==> src/rtl/rr_mux_pkg.sv <==
// rr_mux_pkg
//   Shared constants and helpers for the round-robin N:1 selector.
//   MAX_CH  : largest channel count the selector is meant to be built with.
//   rr_next : successor of the granted channel, wrapping at num_ch so that
//             non-power-of-2 channel counts rotate correctly.
package rr_mux_pkg;

  localparam int MAX_CH = 16;

  // An out-of-range grant never moves the pointer, so it is returned
  // unchanged; otherwise the pointer lands just past the winner.
  function automatic int rr_next(input int ptr, input int g, input int num_ch);
    if (g < 0 || g >= num_ch) begin
      return ptr;
    end else if (g == num_ch - 1) begin
      return 0;
    end else begin
      return g + 1;
    end
  endfunction

endpackage

==> src/rtl/rr_mux_arbiter.sv <==
// rr_arbiter
//   Purely combinational round-robin request picker.
//   req       : per-channel request (in_valid of the selector)
//   ptr       : highest-priority channel index this cycle
//   grant     : first requesting channel at or after ptr, modulo NUM_CH
//   any_grant : high when at least one request is present
module rr_arbiter #(
  parameter int NUM_CH = 4,
  localparam int CH_W = $clog2(NUM_CH)
) (
  input  logic [NUM_CH-1:0] req,
  input  logic [CH_W-1:0]   ptr,
  output logic [CH_W-1:0]   grant,
  output logic              any_grant
);

  logic [CH_W:0] idx;

  // Walk the offsets from farthest to nearest so the nearest requester
  // after ptr overwrites any earlier candidate. The extra index bit keeps
  // ptr+offset from overflowing before it is folded back below NUM_CH.
  always_comb begin
    grant = '0;
    idx   = '0;
    for (int i = NUM_CH - 1; i >= 0; i--) begin
      idx = {1'b0, ptr} + (CH_W+1)'(i);
      if (idx >= (CH_W+1)'(NUM_CH)) begin
        idx = idx - (CH_W+1)'(NUM_CH);
      end
      if (req[idx[CH_W-1:0]]) begin
        grant = idx[CH_W-1:0];
      end
    end
  end

  assign any_grant = |req;

endmodule

==> src/rtl/rr_mux.sv <==
// rr_mux
//   Round-robin N:1 valid/ready selector with one registered output stage.
//   CLK, RST   : clock and synchronous active-high reset
//   in_data    : NUM_CH packed words, channel i at [i*WIDTH +: WIDTH]
//   in_valid   : per-channel valid
//   in_ready   : per-channel ready, one-hot or zero
//   out_data   : registered winning word
//   out_ch     : registered index of the channel that supplied out_data
//   out_valid  : registered output valid
//   out_ready  : downstream ready
//   Optional macro RR_MUX_FORCE_SEL_EN adds force_en/force_sel, which
//   override the arbiter without disturbing the round-robin pointer.
module rr_mux
  import rr_mux_pkg::*;
#(
  parameter int WIDTH = 32,
  parameter int NUM_CH = 4,
  localparam int CH_W = $clog2(NUM_CH)
) (
  input  logic                    CLK,
  input  logic                    RST,
  input  logic [NUM_CH*WIDTH-1:0] in_data,
  input  logic [NUM_CH-1:0]       in_valid,
  output logic [NUM_CH-1:0]       in_ready,
  output logic [WIDTH-1:0]        out_data,
  output logic [CH_W-1:0]         out_ch,
  output logic                    out_valid,
`ifdef RR_MUX_FORCE_SEL_EN
  input  logic                    force_en,
  input  logic [CH_W-1:0]         force_sel,
`endif
  input  logic                    out_ready
);

  logic [CH_W-1:0] ptr_q;
  logic [CH_W-1:0] arb_grant;
  logic            arb_any;
  logic [CH_W-1:0] sel;
  logic            sel_ok;
  logic            forced;
  logic            load;
  logic            xfer;

  rr_arbiter #(
    .NUM_CH(NUM_CH)
  ) u_arb (
    .req      (in_valid),
    .ptr      (ptr_q),
    .grant    (arb_grant),
    .any_grant(arb_any)
  );

  // The output register can take a new word when it is empty or being
  // drained this very cycle, which gives back-to-back transfers.
  assign load = !out_valid || out_ready;

`ifdef RR_MUX_FORCE_SEL_EN
  // A forced select is offered ready even when that source is idle; an
  // index past the last channel selects nothing at all.
  always_comb begin
    forced = force_en;
    sel    = force_en ? force_sel : arb_grant;
    sel_ok = force_en ? (int'(force_sel) < NUM_CH) : arb_any;
  end
`else
  always_comb begin
    forced = 1'b0;
    sel    = arb_grant;
    sel_ok = arb_any;
  end
`endif

  assign in_ready = (load && sel_ok && !RST) ? (NUM_CH'(1) << sel) : '0;
  assign xfer     = load && sel_ok && in_valid[sel] && !RST;

  // Output stage: load the winner, go empty when nothing is offered, and
  // hold everything while the downstream stalls a valid word.
  always_ff @(posedge CLK) begin
    if (RST) begin
      out_data  <= '0;
      out_ch    <= '0;
      out_valid <= 1'b0;
      ptr_q     <= '0;
    end else if (load) begin
      if (xfer) begin
        out_data  <= in_data[sel*WIDTH +: WIDTH];
        out_ch    <= sel;
        out_valid <= 1'b1;
        if (!forced) begin
          ptr_q <= CH_W'(rr_next(int'(ptr_q), int'(sel), NUM_CH));
        end
      end else begin
        out_valid <= 1'b0;
      end
    end
  end

endmodule

==> config.mk <==
export PLATFORM = sky130hd
export DESIGN_NAME = rr_mux
export DESIGN_NICKNAME = d
export VERILOG_FILES = /design/src/rtl/rr_mux_pkg.sv /design/src/rtl/rr_mux_arbiter.sv /design/src/rtl/rr_mux.sv
export SDC_FILE = /design/constraint.sdc
export NUM_CORES = 1
export LEC_CHECK = 0
export BUFFER_PORTS_ARGS = -buffer_cell sky130_fd_sc_hd__buf_2
export CAP_MARGIN = 20
export CORE_UTILIZATION = 46
export CTS_CLUSTER_SIZE = 40
export DETAILED_ROUTE_END_ITERATION = 8
export PLACE_DENSITY = 0.93
export REMOVE_ABC_BUFFERS = 1
export SLEW_MARGIN = 15
export SYNTH_ARGS = -nofsm -noshare
export SYNTH_HDL_FRONTEND = slang
export SYNTH_SLANG_ARGS = --single-unit
==> constraint.sdc <==
create_clock -name CLK -period 5.7 [get_ports CLK]
set_input_delay 0.285 -clock CLK [delete_from_list [all_inputs] [get_ports CLK]]
set_output_delay 0.285 -clock CLK [all_outputs]
set_load 0.01 [all_outputs]
==> flow_summary.ini, run 1 <==
[logic_synthesis]
syn_area_sq_mm = 0.00271
ys_async_sr_fraction_pct = 0
ys.flop_type = dfxtp_1
yosysWarnings = 0
yosysSeqAreaShare_pct = 27.4
ys_seq_elements = 37
synth_edf_count = 0
syn-mean-instance-area_sq_um = 8.90
synth_cell_types = 38
synth_cells = 304

[floorplan]
rows = 27
die_height_um = 78.7
fp.coreArea_sq_mm = 0.00557
die_x_um = 78.7
fp.dieArea_sq_mm = 0.00619
start_util_pct = 48.6
io_pins = 174

[route]
via_per_inst = 5.76
route.detailed.drc = 0
dr.first_iter.drc_count = 149
drt-total-wl_um = 8320
ant_nets = 0
drtPass1Iterations = 4
wire_per_inst_um = 15.6
vias = 3062

[timing]
post-route-min-period_ps = 2570
max_freq_mhz = 389
slew_headroom_pct = 55.6
rsz0062_at_grt = no
finalSetupTns_ps = 0
worst_slack_ps = 3130
final.period_utilization_pct = 45.1
slew_viol_final = 0
holdWs_ps = 289
setup_viol = 0
tightest_slew_ps = 665
skew_ps = 10.5
hold_viol_final = 0

[critical_path]
cp_cell_sequence = nand2b_1, and4b_4, nor2_4, inv_6, ha_1, and3_1, buf_2
cp.arrival_ps = 2290
worstSetupPathType = reg2out
max_stage_delay_ps = 510
r2r_end = out_data[11]
cp_slowest_cell = and4b_4
ff2ff_path_depth = 6
critPathLaunchType = flop
required_ps = 5410
cp-end-kind = output pin
rr_startpoint = ptr_q[1]
crit_fanout = 36
worst-r2r-setup-slack_ps = 3450

[grt]
antenna_found_initial = 0
first_global_vias = 3053
grt_usage_pct = 26.7
grt_overflow = 0
grt_max_degree = 38
grt_pass1_wl_um = 13200

[pwr]
p_total_uw = 936
p_leak_uw = 0.00179
p_per_area_mw_per_mm2 = 260
ir_drop_mv = 0.137

[clocking]
clkLatencyLatePin_ps = 280
cts_buffer_depth = 2
cts_tree = done
post_cts_buffers = 0
numCtsBuffers = 5
cts_hold_buf = 0
cts.sink_count = 37
clk_pin_slew_ps = 80
root_buffer = clkbuf_8
htreeDepth = 2
cts.repair.resized = 0

[min_path]
whs_endpoint = out_data[18]
min_path_cells = 3
hold_path_class = in2reg
min_from = in_data[82]

[layout]
num-nets-final = 598
antenna_cells = 0
fin_util_pct = 64.6
syn2layout_area_growth_pct = 33.1
layout-drive-gt1-share_pct = 46.7

[placement]
place_congestion = 0.739
post-dp-hpwl_um = 5810
portBuffers = 173
place_ws_ps = 3190

[run]
cap_viol_max_count = 0

[run_status]
status = completed
## cell type report
| class | count | area (sq um) |
|---|---|---|
| repair buffers | 178 | 918 |
| flip-flops and latches | 37 | 741 |
| fillers | 476 | 1970 |
| multi-input cells | 234 | 1720 |
| inverters | 3 | 16.3 |
| clock inverters | 1 | 30.0 |
| well taps | 72 | 90.1 |
| clock buffers | 7 | 86.3 |
## flip-flops by register name, indices dropped and copies added (netlist names)
name,count
out_ch,2
ptr_q,2
out_data,32
out_valid,1
## synthesized netlist by cell type, types with 2 or more instances
library cell  count  area (sq um)
o21ai_0          32           160
a211o_1          32           280
nand2_1          39           146
buf_2             5          25.0
o211ai_1         11          82.6
o211ai_2         21           263
clkbuf_2          2          10.0
or4_1             2          15.0
nor2_1            3          11.3
clkbuf_1          7          26.3
and3_1            4          25.0
mux2i_1          32           320
buf_4             4          30.0
ha_1              4          50.1
inv_1             2          7.51
nand3_1          32           160
dfxtp_1          37           741
nand2b_1          3          18.8
a21oi_1           3          15.0
buf_6            11           124
## layer usage
metal  track usage, %  up-vias  wire [um]
met5                0        -          0
met4             13.0        0        239
met3             6.09       25        686
met2             47.7      178       4240
met1             29.6     1413       3150
li1                 -     1446          -
## power by group
part,switching [uW],internal [uW]
logic,206,165
registers,25.5,302
clock network,94.3,143
## worst max-delay path: cells and delay by family (launching register included)
family	cells	cell delay [ps]
flip-flops	1	410
adder cells (fa/ha/maj)	1	220
buffers and inverters	2	470
AND/OR/NAND/NOR	4	910
## through the flow
| step | std cells | instance area, sq um |
|---|---|---|
| 6_report | 532 | 3600 |
| 2_1_floorplan | 274 | 2480 |
| 3_3_place_gp | 522 | 3450 |
| 5_1_grt | 532 | 3600 |
| 3_5_place_dp | 522 | 3450 |
| 4_1_cts | 530 | 3570 |
## placed cells by master (no fill, tap or decap), types with 2 or more instances in the layout
cell type,count
a211o_1,32
a21oi_1,3
and3_1,4
buf_2,173
buf_4,3
buf_8,2
clkbuf_8,6
dfxtp_1,37
ha_1,4
inv_1,2
mux2i_1,32
nand2_1,39
nand2b_1,3
nand3_1,32
nor2_1,3
o211ai_1,11
o211ai_2,21
o21ai_0,32
or4_1,2
## kinds of logic (layout without fill, tap and decap cells)
| family | after synthesis | after routing | share of synthesized area [%] |
|---|---|---|---|
| muxes | 32 | 32 | 11.8 |
| DFF | 37 | 37 | 27.4 |
| AOI/OAI and AO/OA | 104 | 104 | 31.0 |
| and+or+nand+nor | 94 | 94 | 18.9 |
| adders and majority gates | 4 | 4 | 1.85 |
| buffers and inverters | 33 | 189 | 9.11 |
## worst max-delay path by stage
| stage | startpoint | end | slack, ps | depth (start not counted) |
|---|---|---|---|---|
| 3_3_place_gp | in_valid[3] | out_data[23] | 3300 | 6 |
| 6_report | ptr_q[0] | in_ready[1] | 3130 | 7 |
| 4_1_cts | ptr_q[0] | in_ready[1] | 3120 | 7 |
| 5_1_grt | ptr_q[0] | in_ready[1] | 2960 | 7 |
| 2_1_floorplan | ptr_q[0] | in_ready[3] | 3360 | 6 |
| 3_5_place_dp | in_valid[3] | out_data[11] | 3190 | 6 |
No activity file was read; power rests on OpenSTA's default activity.
==> inputs of run 2 (changes only) <==
--- a/config.mk
+++ b/config.mk
@@ -7,10 +7,10 @@
 export LEC_CHECK = 0
 export BUFFER_PORTS_ARGS = -buffer_cell sky130_fd_sc_hd__buf_2
 export CAP_MARGIN = 20
-export CORE_UTILIZATION = 46
+export CORE_UTILIZATION = 39
 export CTS_CLUSTER_SIZE = 40
 export DETAILED_ROUTE_END_ITERATION = 8
-export PLACE_DENSITY = 0.93
+export PLACE_DENSITY = 0.85
 export REMOVE_ABC_BUFFERS = 1
 export SLEW_MARGIN = 15
 export SYNTH_ARGS = -nofsm -noshare
==> constraint.sdc (replaced) <==
create_clock -name CLK -period 2.2 [get_ports CLK]
set_input_delay 0.11 -clock CLK [delete_from_list [all_inputs] [get_ports CLK]]
set_output_delay 0.11 -clock CLK [all_outputs]
set_load 0.01 [all_outputs]
==> flow_summary.ini, run 2 (synthesized netlist as in run 1, its figures left out) <==
[grt]
grt_pass1_wl_um = 13800
grt_max_degree = 33
antenna_found_initial = 0
first_global_vias = 3007
grt_overflow = 0
grt_usage_pct = 23.7

[clocking]
post_cts_buffers = 0
cts.sink_count = 37
cts_hold_buf = 0
clkLatencyLatePin_ps = 280
cts_tree = done
cts_buffer_depth = 2
cts.repair.resized = 0
numCtsBuffers = 5
htreeDepth = 2
root_buffer = clkbuf_8
clk_pin_slew_ps = 70

[critical_path]
cp-end-kind = output pin
worst-r2r-setup-slack_ps = 240
critPathLaunchType = flop
crit_fanout = 19
required_ps = 2090
worstSetupPathType = reg2out
cp.arrival_ps = 1920

[layout]
final_cell_mix = 173 x buf_2, 39 x nand2_1, 37 x dfxtp_1
layout-drive-gt1-share_pct = 47.0
syn2layout_area_growth_pct = 33.5
num-nets-final = 604
regArea_sq_um = 741
n_fill_cell = 626
top_regs = out_data x32, out_ch x2, ptr_q x2
antenna_cells = 0
largest_reg_flops = 32
final_area_sq_mm = 0.00361
largest-register = out_data
layout_commonest_cell = buf_2
multi_input_area_sq_mm = 0.00172

[timing]
slew_viol_final = 0
setup_viol = 0
finalSetupTns_ps = 0
rsz0062_at_grt = no
slew_headroom_pct = 62.6
final.period_utilization_pct = 92.1
tightest_slew_ps = 561
skew_ps = 5.59
post-route-min-period_ps = 2030
hold_viol_final = 0
max_freq_mhz = 494

[pwr]
ir_drop_mv = 0.267
p_per_area_mw_per_mm2 = 637
seq_power_share_pct = 36.8
p_int_uw = 1460
switching_share_pct = 36.7
clock_power_share_pct = 19.8
p_switching_uw = 845
p_leak_uw = 0.00180
pwr-share-comb_pct = 43.4
p_total_uw = 2300

[route]
drt-total-wl_um = 8840
route.detailed.drc = 0
vias = 3109
dr.first_iter.drc_count = 112
wire_per_inst_um = 16.3
via_per_inst = 5.73
drtPass1Iterations = 4
ant_nets = 0

[floorplan]
die_height_um = 85.3
io_pins = 174
die_x_um = 85.3
rows = 29
fp.coreArea_sq_mm = 0.00653
start_util_pct = 41.4
fp.dieArea_sq_mm = 0.00728

[placement]
post_dp_cell_area_sq_mm = 0.00353
portBuffers = 173
post-dp-hpwl_um = 6240
place_congestion = 0.770

[run_status]
status = completed

[min_path]
hold_path_class = in2reg

[run]
cap_viol_max_count = 0
-- run 2: cell types whose count changed in the layout (fill, tap and decap cells not counted), sizes merged --
cell,previous run,this run
bufinv,1,0
buf,178,184
clkbuf,7,8
-- run 2: metal layers --
metal / wire, um / global-route usage [%] / vias to the layer above
li1: - / - / 1462
met1: 3470 / 26.7 / 1464
met2: 4590 / 45.6 / 174
met3: 716 / 3.99 / 9
met4: 67 / 6.82 / 0
met5: 0 / 0 / -
-- run 2: area by class of cell --
class                   count  share of cell area (%)
inverters                   3                   0.450
repair buffers            184                    26.6
clock buffers               8                    2.22
flip-flops and latches     37                    20.5
multi-input cells         234                    47.6
well taps                  77                    2.67
-- run 2: power groups by stage --
stage                     logic, uW  clock network [uW]  registers (uW)
after floorplan                 525                   0             905
after global placement          964                   0             855
after detailed placement       1000                   0             858
final                           999                 456             845
after CTS                      1000                 475             845
after global routing           1090                 497             859
-- run 2: worst paths after layout --
check        depth (start not counted)           end         from
min                                  3  out_data[19]  in_data[83]
min reg2reg                          2     out_ch[0]    out_ch[0]
max reg2reg                          5   out_data[5]     ptr_q[1]
max                                  7   in_ready[3]     ptr_q[0]
-- run 2: per-stage QoR --
| step | utilization, % | setup slack [ps] | cells | hold slack [ps] |
|---|---|---|---|---|
| global route | 55.3 | 17.1 | 543 | 128 |
| finish | 55.3 | 174 | 543 | 117 |
| floorplan | - | -79.8 | 274 | 179 |
| detailed placement | 54.1 | 242 | 535 | 408 |
| global placement | 54.1 | 349 | 535 | 401 |
| CTS | 55.3 | 145 | 543 | 110 |
-- run 2: critical path: stages (launching register included) --
cell	delay, ps
dfxtp_1	430
nor2b_4	80
nor4_4	340
nor2_4	100
inv_6	210
ha_1	200
and3_1	140
buf_2	130
==> inputs of run 3 (changes only) <==
--- a/config.mk
+++ b/config.mk
@@ -7,6 +7,7 @@
 export LEC_CHECK = 0
 export BUFFER_PORTS_ARGS = -buffer_cell sky130_fd_sc_hd__buf_2
 export CAP_MARGIN = 20
+export CORE_MARGIN = 2
 export CORE_UTILIZATION = 39
 export CTS_CLUSTER_SIZE = 40
 export DETAILED_ROUTE_END_ITERATION = 8
==> flow_summary.ini, run 3 (synthesized netlist as in run 1, its figures left out) <==
[clocking]
clk_pin_slew_ps = 80
htreeDepth = 2
cts_buffer_depth = 2
cts_tree = done
cts.sink_count = 37
root_buffer = clkbuf_8
cts_hold_buf = 0
post_cts_buffers = 0
clkLatencyLatePin_ps = 290
cts.repair.resized = 0
numCtsBuffers = 5

[critical_path]
cp-end-kind = output pin
critPathLaunchType = flop
required_ps = 2090
cp_slowest_cell = dfxtp_1
cp.arrival_ps = 1910
cp-startpoint = ptr_q[0]
max_stage_delay_ps = 420
ff2ff_path_depth = 5
rr_startpoint = ptr_q[1]
worstSetupPathType = reg2out
r2r_end = out_data[4]
cp_cell_sequence = nor2b_4, nor4_4, nor2_4, inv_6, ha_1, and3_1, buf_2
crit_end = in_ready[3]
worst-r2r-setup-slack_ps = 300
crit_fanout = 19

[timing]
rsz0062_at_grt = no
max_freq_mhz = 495
final.period_utilization_pct = 91.9
post-route-min-period_ps = 2020
setup_viol = 0
slew_headroom_pct = 64.0
hold_viol_final = 0
tightest_slew_ps = 540
worst_slack_ps = 178
skew_ps = 4.60
finalSetupTns_ps = 0
slew_viol_final = 0

[route]
ant_nets = 0
drt-total-wl_um = 8310
route.detailed.drc = 0
drtPass1Iterations = 4
wire_per_inst_um = 15.2
dr.first_iter.drc_count = 81
vias = 3015
via_per_inst = 5.52

[floorplan]
io_pins = 174
rows = 30
die_x_um = 87.3
fp.coreArea_sq_mm = 0.00676
fp.dieArea_sq_mm = 0.00762
die_height_um = 87.3
start_util_pct = 40.1

[run_status]
status = completed

[layout]
top_regs = out_data x32, out_ch x2, ptr_q x2
layout_commonest_cell = buf_2
fin_util_pct = 54.3
layout-drive-gt1-share_pct = 47.6
syn2layout_area_growth_pct = 35.6
final_cell_mix = 173 x buf_2, 39 x nand2_1, 37 x dfxtp_1
largest_reg_flops = 32
antenna_cells = 0
num-nets-final = 604
largest-register = out_data

[grt]
first_global_vias = 2904
grt_pass1_wl_um = 12900
grt_usage_pct = 20.9
antenna_found_initial = 0
grt_max_degree = 33
grt_overflow = 0

[placement]
place_congestion = 0.815
portBuffers = 173
post-dp-hpwl_um = 6190
place_ws_ps = 284

[min_path]
hold_path_class = in2reg
min_path_cells = 3

[run]
cap_viol_max_count = 0

[pwr]
p_total_uw = 2530
p_per_area_mw_per_mm2 = 690
ir_drop_mv = 0.335
p_leak_uw = 0.00183
## run 3: worst min path at each step
| stage | startpoint | endpoint | slack [ps] |
|---|---|---|---|
| after CTS | in_data[79] | out_data[15] | 100 |
| after global routing | in_data[89] | out_data[25] | 100 |
| after floorplan | RST | out_ch[0] | 180 |
| after global placement | in_data[88] | out_data[24] | 400 |
| final | in_data[79] | out_data[15] | 110 |
| after detailed placement | in_data[65] | out_data[1] | 410 |
## run 3: where the power goes
part,internal [uW],switching [uW]
registers,782,63.8
clock network,451,250
logic,448,538
## run 3: layout make-up
type | instances | area [sq um]
Clock buffer | 5 | 68.8
Clock inverter | 3 | 65.1
Fill cell | 638 | 3090
Inverter | 3 | 16.3
Multi-Input combinational cell | 234 | 1720
Sequential cell | 37 | 741
Tap cell | 80 | 100
Timing Repair Buffer | 184 | 961
## run 3: per-layer routing
layer / GRT usage (%) / wire (um)
met1: 23.7 / 3260
met2: 38.4 / 4310
met3: 4.27 / 655
met4: 7.27 / 77
met5: 0 / 0
## run 3: stage by stage
stage,hold slack (ps),cell area (sq um),cells
2_1_floorplan,179,2480,274
3_3_place_gp,398,3540,538
3_5_place_dp,408,3540,538
4_1_cts,103,3670,546
5_1_grt,104,3670,546
6_report,111,3670,546
## run 3: worst max-delay path, delay by kind of cell (launching register included)
kind          cells  cell delay [ps]
flops             1              420
fa+ha+maj         1              200
buf+inv           2              340
simple gates      4              650
